===== src/rtl/match_stick_game_if.sv =====
// Player-facing bundle of the match-stick controller: dipswitch move, raw buttons
// and the display/status outputs.
interface match_stick_game_if #(
  parameter int SW_W  = 4,
  parameter int CNT_W = 7,
  parameter int PL_W  = 1
);
  logic [SW_W-1:0]  dipswitches;
  logic [1:0]       pushbuttons;
  logic [15:0]      datain;
  logic [CNT_W-1:0] remaining;
  logic [PL_W-1:0]  player;
  logic             move_err;
  logic             game_over;

  modport master (
    output dipswitches, pushbuttons,
    input  datain, remaining, player, move_err, game_over
  );

  modport slave (
    input  dipswitches, pushbuttons,
    output datain, remaining, player, move_err, game_over
  );
endinterface


===== src/rtl/match_stick_game.sv =====
// N-player subtraction game: debounced commit/restart buttons, move validation,
// player rotation, game-over and a 4-digit word for the seven-segment driver.
module match_stick_game #(
  parameter int NUM_PLAYERS     = 2,
  parameter int START_COUNT     = 100,
  parameter int MAX_TAKE        = 10,
  parameter int SW_W            = 4,
  parameter int DEBOUNCE_CYCLES = 50000
) (
  input logic              clk,
  input logic              rst,
  match_stick_game_if.slave bus
);
  localparam int CNT_W = $clog2(START_COUNT + 1);
  localparam int PL_W  = (NUM_PLAYERS > 2) ? $clog2(NUM_PLAYERS) : 1;
  localparam int DB_W  = $clog2(DEBOUNCE_CYCLES + 1);
  localparam int CMP_W = (SW_W > CNT_W) ? SW_W : CNT_W;

  localparam logic [1:0] PLAY = 2'd0;
  localparam logic [1:0] ERR  = 2'd1;
  localparam logic [1:0] OVER = 2'd2;

  function automatic logic [11:0] to_bcd(input logic [9:0] bin);
    logic [21:0] sh;
    sh = {12'd0, bin};
    for (int i = 0; i < 10; i++) begin
      for (int d = 0; d < 3; d++) begin
        if (sh[10 + 4*d +: 4] >= 4'd5) sh[10 + 4*d +: 4] = sh[10 + 4*d +: 4] + 4'd3;
      end
      sh = sh << 1;
    end
    return sh[21:10];
  endfunction

  function automatic logic [15:0] fmt(input logic [1:0] st, input logic [CNT_W-1:0] rem,
                                      input logic [PL_W-1:0] pl);
    logic [3:0] digit;
    digit = 4'(pl) + 4'd1;
    case (st)
      ERR:     return {digit, 12'hEEE};
      OVER:    return {digit, 12'hFFF};
      default: return {digit, to_bcd(10'(rem))};
    endcase
  endfunction

  logic [1:0]      sync_p0, sync_p1, deb_p2, deb_p3;
  logic [DB_W-1:0] db_cnt [2];
  logic            commit_pls, restart_pls;

  // Stage p0/p1: synchroniser; p2: debounced level; p3: previous level for edge detect
  always_ff @(posedge clk) begin
    if (rst) begin
      sync_p0 <= '0;
      sync_p1 <= '0;
      deb_p2  <= '0;
      deb_p3  <= '0;
      for (int i = 0; i < 2; i++) db_cnt[i] <= '0;
    end else begin
      sync_p0 <= bus.pushbuttons;
      sync_p1 <= sync_p0;
      deb_p3  <= deb_p2;
      for (int i = 0; i < 2; i++) begin
        if (sync_p1[i] == deb_p2[i]) begin
          db_cnt[i] <= '0;
        end else if (db_cnt[i] == DB_W'(DEBOUNCE_CYCLES - 1)) begin
          deb_p2[i] <= sync_p1[i];
          db_cnt[i] <= '0;
        end else begin
          db_cnt[i] <= db_cnt[i] + 1'b1;
        end
      end
    end
  end

  assign commit_pls  = deb_p2[0] & ~deb_p3[0];
  assign restart_pls = deb_p2[1] & ~deb_p3[1];

  logic [1:0]       state;
  logic [CNT_W-1:0] remaining;
  logic [PL_W-1:0]  player;
  logic [CMP_W-1:0] take_w, rem_w;
  logic             valid;
  logic [CNT_W-1:0] rem_next;
  logic [PL_W-1:0]  pl_next;

  // Validity is decided at the wider of the two widths so an oversized move never aliases
  always_comb begin
    take_w   = CMP_W'(bus.dipswitches);
    rem_w    = CMP_W'(remaining);
    valid    = (take_w != '0) && (take_w <= CMP_W'(MAX_TAKE)) && (take_w <= rem_w);
    rem_next = remaining - take_w[CNT_W-1:0];
    pl_next  = (player == PL_W'(NUM_PLAYERS - 1)) ? '0 : player + 1'b1;
  end

  always_ff @(posedge clk) begin
    if (rst || restart_pls) begin
      state     <= PLAY;
      remaining <= CNT_W'(START_COUNT);
      player    <= '0;
    end else if (commit_pls && state != OVER) begin
      if (valid) begin
        remaining <= rem_next;
        player    <= pl_next;
        state     <= (rem_next == '0) ? OVER : PLAY;
      end else begin
        state <= ERR;
      end
    end
  end

  logic [15:0] datain_p1;

  // Stage p1: display word lags the game registers by one clock
  always_ff @(posedge clk) begin
    if (rst) datain_p1 <= fmt(PLAY, CNT_W'(START_COUNT), '0);
    else     datain_p1 <= fmt(state, remaining, player);
  end

  assign bus.datain    = datain_p1;
  assign bus.remaining = remaining;
  assign bus.player    = player;
  assign bus.move_err  = (state == ERR);
  assign bus.game_over = (state == OVER);
endmodule


===== src/flat_wrapper.sv =====
// flat-port wrapper written by rule: the top's interface ports become plain ports
module match_stick_game_flat 
#(
  parameter int NUM_PLAYERS     = 2,
  parameter int START_COUNT     = 100,
  parameter int MAX_TAKE        = 10,
  parameter int SW_W            = 4,
  parameter int DEBOUNCE_CYCLES = 50000
)
  (clk, rst, bus_dipswitches, bus_pushbuttons, bus_datain, bus_remaining, bus_player, bus_move_err, bus_game_over);
  match_stick_game_if #(.SW_W(SW_W), .CNT_W(7), .PL_W(1)) bus_i ();
  input logic clk;
  input logic rst;
  input wire logic [$bits(bus_i.dipswitches)-1:0] bus_dipswitches;
  input wire logic [$bits(bus_i.pushbuttons)-1:0] bus_pushbuttons;
  output wire logic [$bits(bus_i.datain)-1:0] bus_datain;
  output wire logic [$bits(bus_i.remaining)-1:0] bus_remaining;
  output wire logic [$bits(bus_i.player)-1:0] bus_player;
  output wire logic [$bits(bus_i.move_err)-1:0] bus_move_err;
  output wire logic [$bits(bus_i.game_over)-1:0] bus_game_over;
  assign bus_i.dipswitches = bus_dipswitches;
  assign bus_i.pushbuttons = bus_pushbuttons;
  assign bus_datain = bus_i.datain;
  assign bus_remaining = bus_i.remaining;
  assign bus_player = bus_i.player;
  assign bus_move_err = bus_i.move_err;
  assign bus_game_over = bus_i.game_over;
  match_stick_game #(.NUM_PLAYERS(NUM_PLAYERS), .START_COUNT(START_COUNT), .MAX_TAKE(MAX_TAKE), .SW_W(SW_W), .DEBOUNCE_CYCLES(DEBOUNCE_CYCLES)) u_core (.clk(clk), .rst(rst), .bus(bus_i));
endmodule

===== config.mk =====
export PLATFORM = sky130hd
export DESIGN_NAME = match_stick_game_flat
export DESIGN_NICKNAME = d
export VERILOG_FILES = /design/src/rtl/match_stick_game_if.sv /design/src/rtl/match_stick_game.sv /design/src/flat_wrapper.sv
export SDC_FILE = /design/constraint.sdc
export NUM_CORES = 1
export LEC_CHECK = 0
export CAP_MARGIN = 20
export CORE_ASPECT_RATIO = 0.75
export CORE_UTILIZATION = 53
export DETAILED_ROUTE_END_ITERATION = 8
export GPL_TIMING_DRIVEN = 1
export PLACE_DENSITY = 0.71
export SYNTH_ARGS = -nofsm -noshare
export SYNTH_HDL_FRONTEND = slang
export SYNTH_SLANG_ARGS = --single-unit

===== constraint.sdc =====
create_clock -name clk -period 7.75 [get_ports clk]
set_input_delay 1.9375 -clock clk [delete_from_list [all_inputs] [get_ports clk]]
set_output_delay 1.9375 -clock clk [all_outputs]
set_load 0.005 [all_outputs]

==> metrics.md <==
| Metric | Value |
|---|---|
| Vias in the first global route | ~2400 |
| DRT antenna net count | 0 |
| Tmin final | approximately 4.4 ns |
| Tcrit/Tclk final | a little under three fifths |
| Multi-input gate area | roughly 1900 sq um |
| Ys Warns | 0 |
| Clock root cell | clkbuf_8 |
| RSZ-0062 raised after global routing | false |
| Post-Route Skew | between 0.007 and 0.008 ns |
| Setup Fix Bufs, Post-CTS | 0 |
| Hold_buf cts | 0 |
| Top-area cell type share of the netlist area | roughly 27% |
| CP required | a little under 8 ns |
| Std cell rows | 25 |
| CP max stage cell | dfxtp_1 |
| Fin. Hold Viols | 0 |
| DRT iter0 DRCs | 125 |
| Total gr overflow | 0 |
| DP HPWL | around 4800 um |
| I/O pin count | 34 |
| CP startpoint kind | flip-flop |
| Design Power | around 680 uW |
| Ant. Diodes | 0 |
| Slew Limit Fails | 0 |
| Clk sinks | 62 |
| Setup CP Type | reg -> reg |
| Placer's final routability congestion estimate | about 0.79 |
| Yosys reg bits | 62 |
| Post-synth ARST share | 0% |
| CP peak stage delay | approximately 0.52 ns |
| Net load switching power | about 150 uW |
| Drt first pass iters | 4 |
| Die area | about 7000 sq um |
| Clock-pin transition on the worst setup and hold timing paths | 0.07 ns |
| Maximum VDD drop | between 0.00009 and 0.0001 V |
| Worst slew margin | about three fifths |
| Kind of cell adding the most delay to the critical path | adder cells |
| Sequential area share after synthesis | between 40 and 50% |
| Routed len/inst | approximately 13 um |
| Layout fillers | roughly 510 |
| Global-route wire length before repair | between 10000 and 15000 um |
| Achievable frequency | between 200 and 250 MHz |
| Initial antenna violation count | 0 |
| Layout cell share with drive strength beyond 1 | about 6.0% |
| Max-cap violations | 0 |
| Arr. time, crit path | about 4.6 ns |
| Die X-Extent | 95.8 um |
| Hold/Removal Path Class | reg -> reg |
| CTS Buffer Depth | 2 |
| Status | complete, no violations |
| Flop pwr share | 53.4% |
| Netlist cell types | 52 |
| Leakage Power | ~1.6 nW |
| P&R area growth vs syn | 19.1% |
| Synth area leaders | edfxtp_1 27%, dfxtp_1 17%, ha_1 6.4% |
| Final nets | 455 |
| Cell with the most instances after synthesis | nor2_1 |
| Post-route DRC violation count | 0 |
| Hold depth | 1 |
| Area leader, netlist | edfxtp_1 |
| Die Ht | about 72 um |
| CP Capture Type | flip-flop |
| Reg2reg path depth | 19 |
| Netlist Area Pre-Place | 3500 sq um |
| GRT Util Overall | around 21% |
| Crit-path cells | inv_1, ha_1, o21ai_0, xnor2_1, ha_1, nand2b_1, a32oi_2, xnor2_1, ha_1, nand2b_1, nor2b_1, mux2_2, inv_1, ha_1, inv_1, ha_1, a21oi_1, mux2i_1, a21oi_1 |
| Count of input and output buffers | 31 |
| Endpoints failing setup | 0 |
| Synthesized area per cell | 9.48 sq um |
| Clk_lat worst skew | 0.34 ns |
| Cell repeated most along the worst path | ha_1 |
| Comb pwr share | 4.5% |
| Storage element area | around 1600 sq um |
| CTS tree | built |
| Main flop type after synthesis | edfxtp_1 |
| Post-Syn Instances | 369 |
| CP max FO | 12 |
| P_int | 522 uW |
| Core ar. | about 6300 sq um |
| Initial core utilization | 55.1% |
| H-tree depth | 3 |
| Commonest cells post-synth | 59 x nor2_1, 32 x edfxtp_1, 30 x dfxtp_1 |
| CTS resizes | 0 |
| Total CTS buffers | 9 |
| Largest net degree at the start of global routing | 25 |
| Switching fraction of total power | approximately 23% |
| EDFF count, synth | 32 |
| Worst Max-Slew Pin Slew | just under 0.6 ns |
| WP buf/inv | 3 |
| Crit. path cell count | 19 |
| Clock power frac | 42.1% |
| Total wire length | roughly 6500 um |
| Vias | approximately 2600 |
| Vias per cell | around 5.1 |
| Setup TNS | 0 ns |
| Pwr/cell area | approximately 160 nW/um^2 |
layout by cell type, fill, tap and decap left out, types with 5 or more instances in the layout:
cell / n
nor2_1: 59
conb_1: 34
edfxtp_1: 32
clkdlybuf4s50_1: 31
dfxtp_1: 30
nand2_1: 27
inv_1: 24
xnor2_1: 19
xor2_1: 19
ha_1: 18
nand3_1: 14
and3_1: 13
nor2b_1: 12
a21oi_1: 12
clkbuf_8: 9
mux2i_1: 8
o21ai_0: 6
nand2b_1: 5
nor4_1: 5
routing by layer:
layer | global-route usage (%) | vias up | routed length, um
li1 | - | 1354 | -
met1 | 28.3 | 1189 | 3330
met2 | 31.5 | 63 | 2800
met3 | 7.44 | 4 | 315
met4 | 4.48 | 0 | 46
met5 | 0 | - | 0
logic make-up (layout without fill, tap and decap cells):
group / Yosys count / in the layout / share of synthesized area [%]
AOI/OAI and AO/OA: 45 / 45 / 9.48
xor gates and xnor gates: 38 / 38 / 9.51
adders and majority gates: 19 / 19 / 7.01
buffers and inverters: 40 / 72 / 4.86
DFF: 62 / 62 / 44.6
muxes: 13 / 13 / 4.11
other: 2 / 34 / 0.215
and+or+nand+nor: 150 / 150 / 20.2
metrics by stage:
stage               worst slack [ns]  hold WS, ns  cells  area (sq um)  util, %
detailed placement              3.39        0.424    498          3960     62.3
finish                          3.38        0.439    514          4170     65.7
global placement                3.46        0.416    498          3960     62.3
CTS                             3.34        0.442    514          4170     65.7
global route                    2.92        0.467    514          4170     65.7
floorplan                       3.84        0.414    401          3620        -
flip-flops by register name (all words and copies together), names as in the netlist:
register              count
u_core.bus.datain        12
u_core.bus.player         1
u_core.deb_p2             2
u_core.sync_p0            2
u_core.state              2
u_core.deb_p3             2
u_core.sync_p1            2
u_core.db_cnt            32
u_core.bus.remaining      7
final timing paths:
| check | start | slack, ns | endpoint |
|---|---|---|---|
| min | u_core.sync_p0[1] | 0.44 | u_core.sync_p1[1] |
| max | u_core.bus.remaining[5] | 3.38 | u_core.bus.datain[7] |
| min reg2reg | u_core.sync_p0[1] | 0.44 | u_core.sync_p1[1] |
| max reg2reg | u_core.bus.remaining[5] | 3.38 | u_core.bus.datain[7] |
cell type report:
type | count | area share [%]
timing repair buffer | 32 | 7.62
multi-input combinational | 299 | 45.3
clock buffer | 11 | 4.17
sequential | 62 | 37.5
clock inverter | 5 | 0.870
tap | 81 | 2.43
inverter | 24 | 2.16
worst register-to-register path, cell delays in order, from the launching register on:
cell,delay (ns)
dfxtp_1,0.52
inv_1,0.17
ha_1,0.29
o21ai_0,0.21
xnor2_1,0.20
ha_1,0.24
nand2b_1,0.09
a32oi_2,0.26
xnor2_1,0.27
ha_1,0.29
nand2b_1,0.12
nor2b_1,0.14
mux2_2,0.32
inv_1,0.07
ha_1,0.13
inv_1,0.04
ha_1,0.17
a21oi_1,0.36
mux2i_1,0.24
a21oi_1,0.08
power groups by stage:
stage,sequential [mW],combinational (mW),clock (mW)
floorplan,0.365,0.0224,0
global placement,0.367,0.0295,0
detailed placement,0.367,0.0297,0
CTS,0.360,0.0300,0.294
global route,0.361,0.0347,0.307
finish,0.360,0.0304,0.285
No activity file was read; power rests on OpenSTA's default activity.
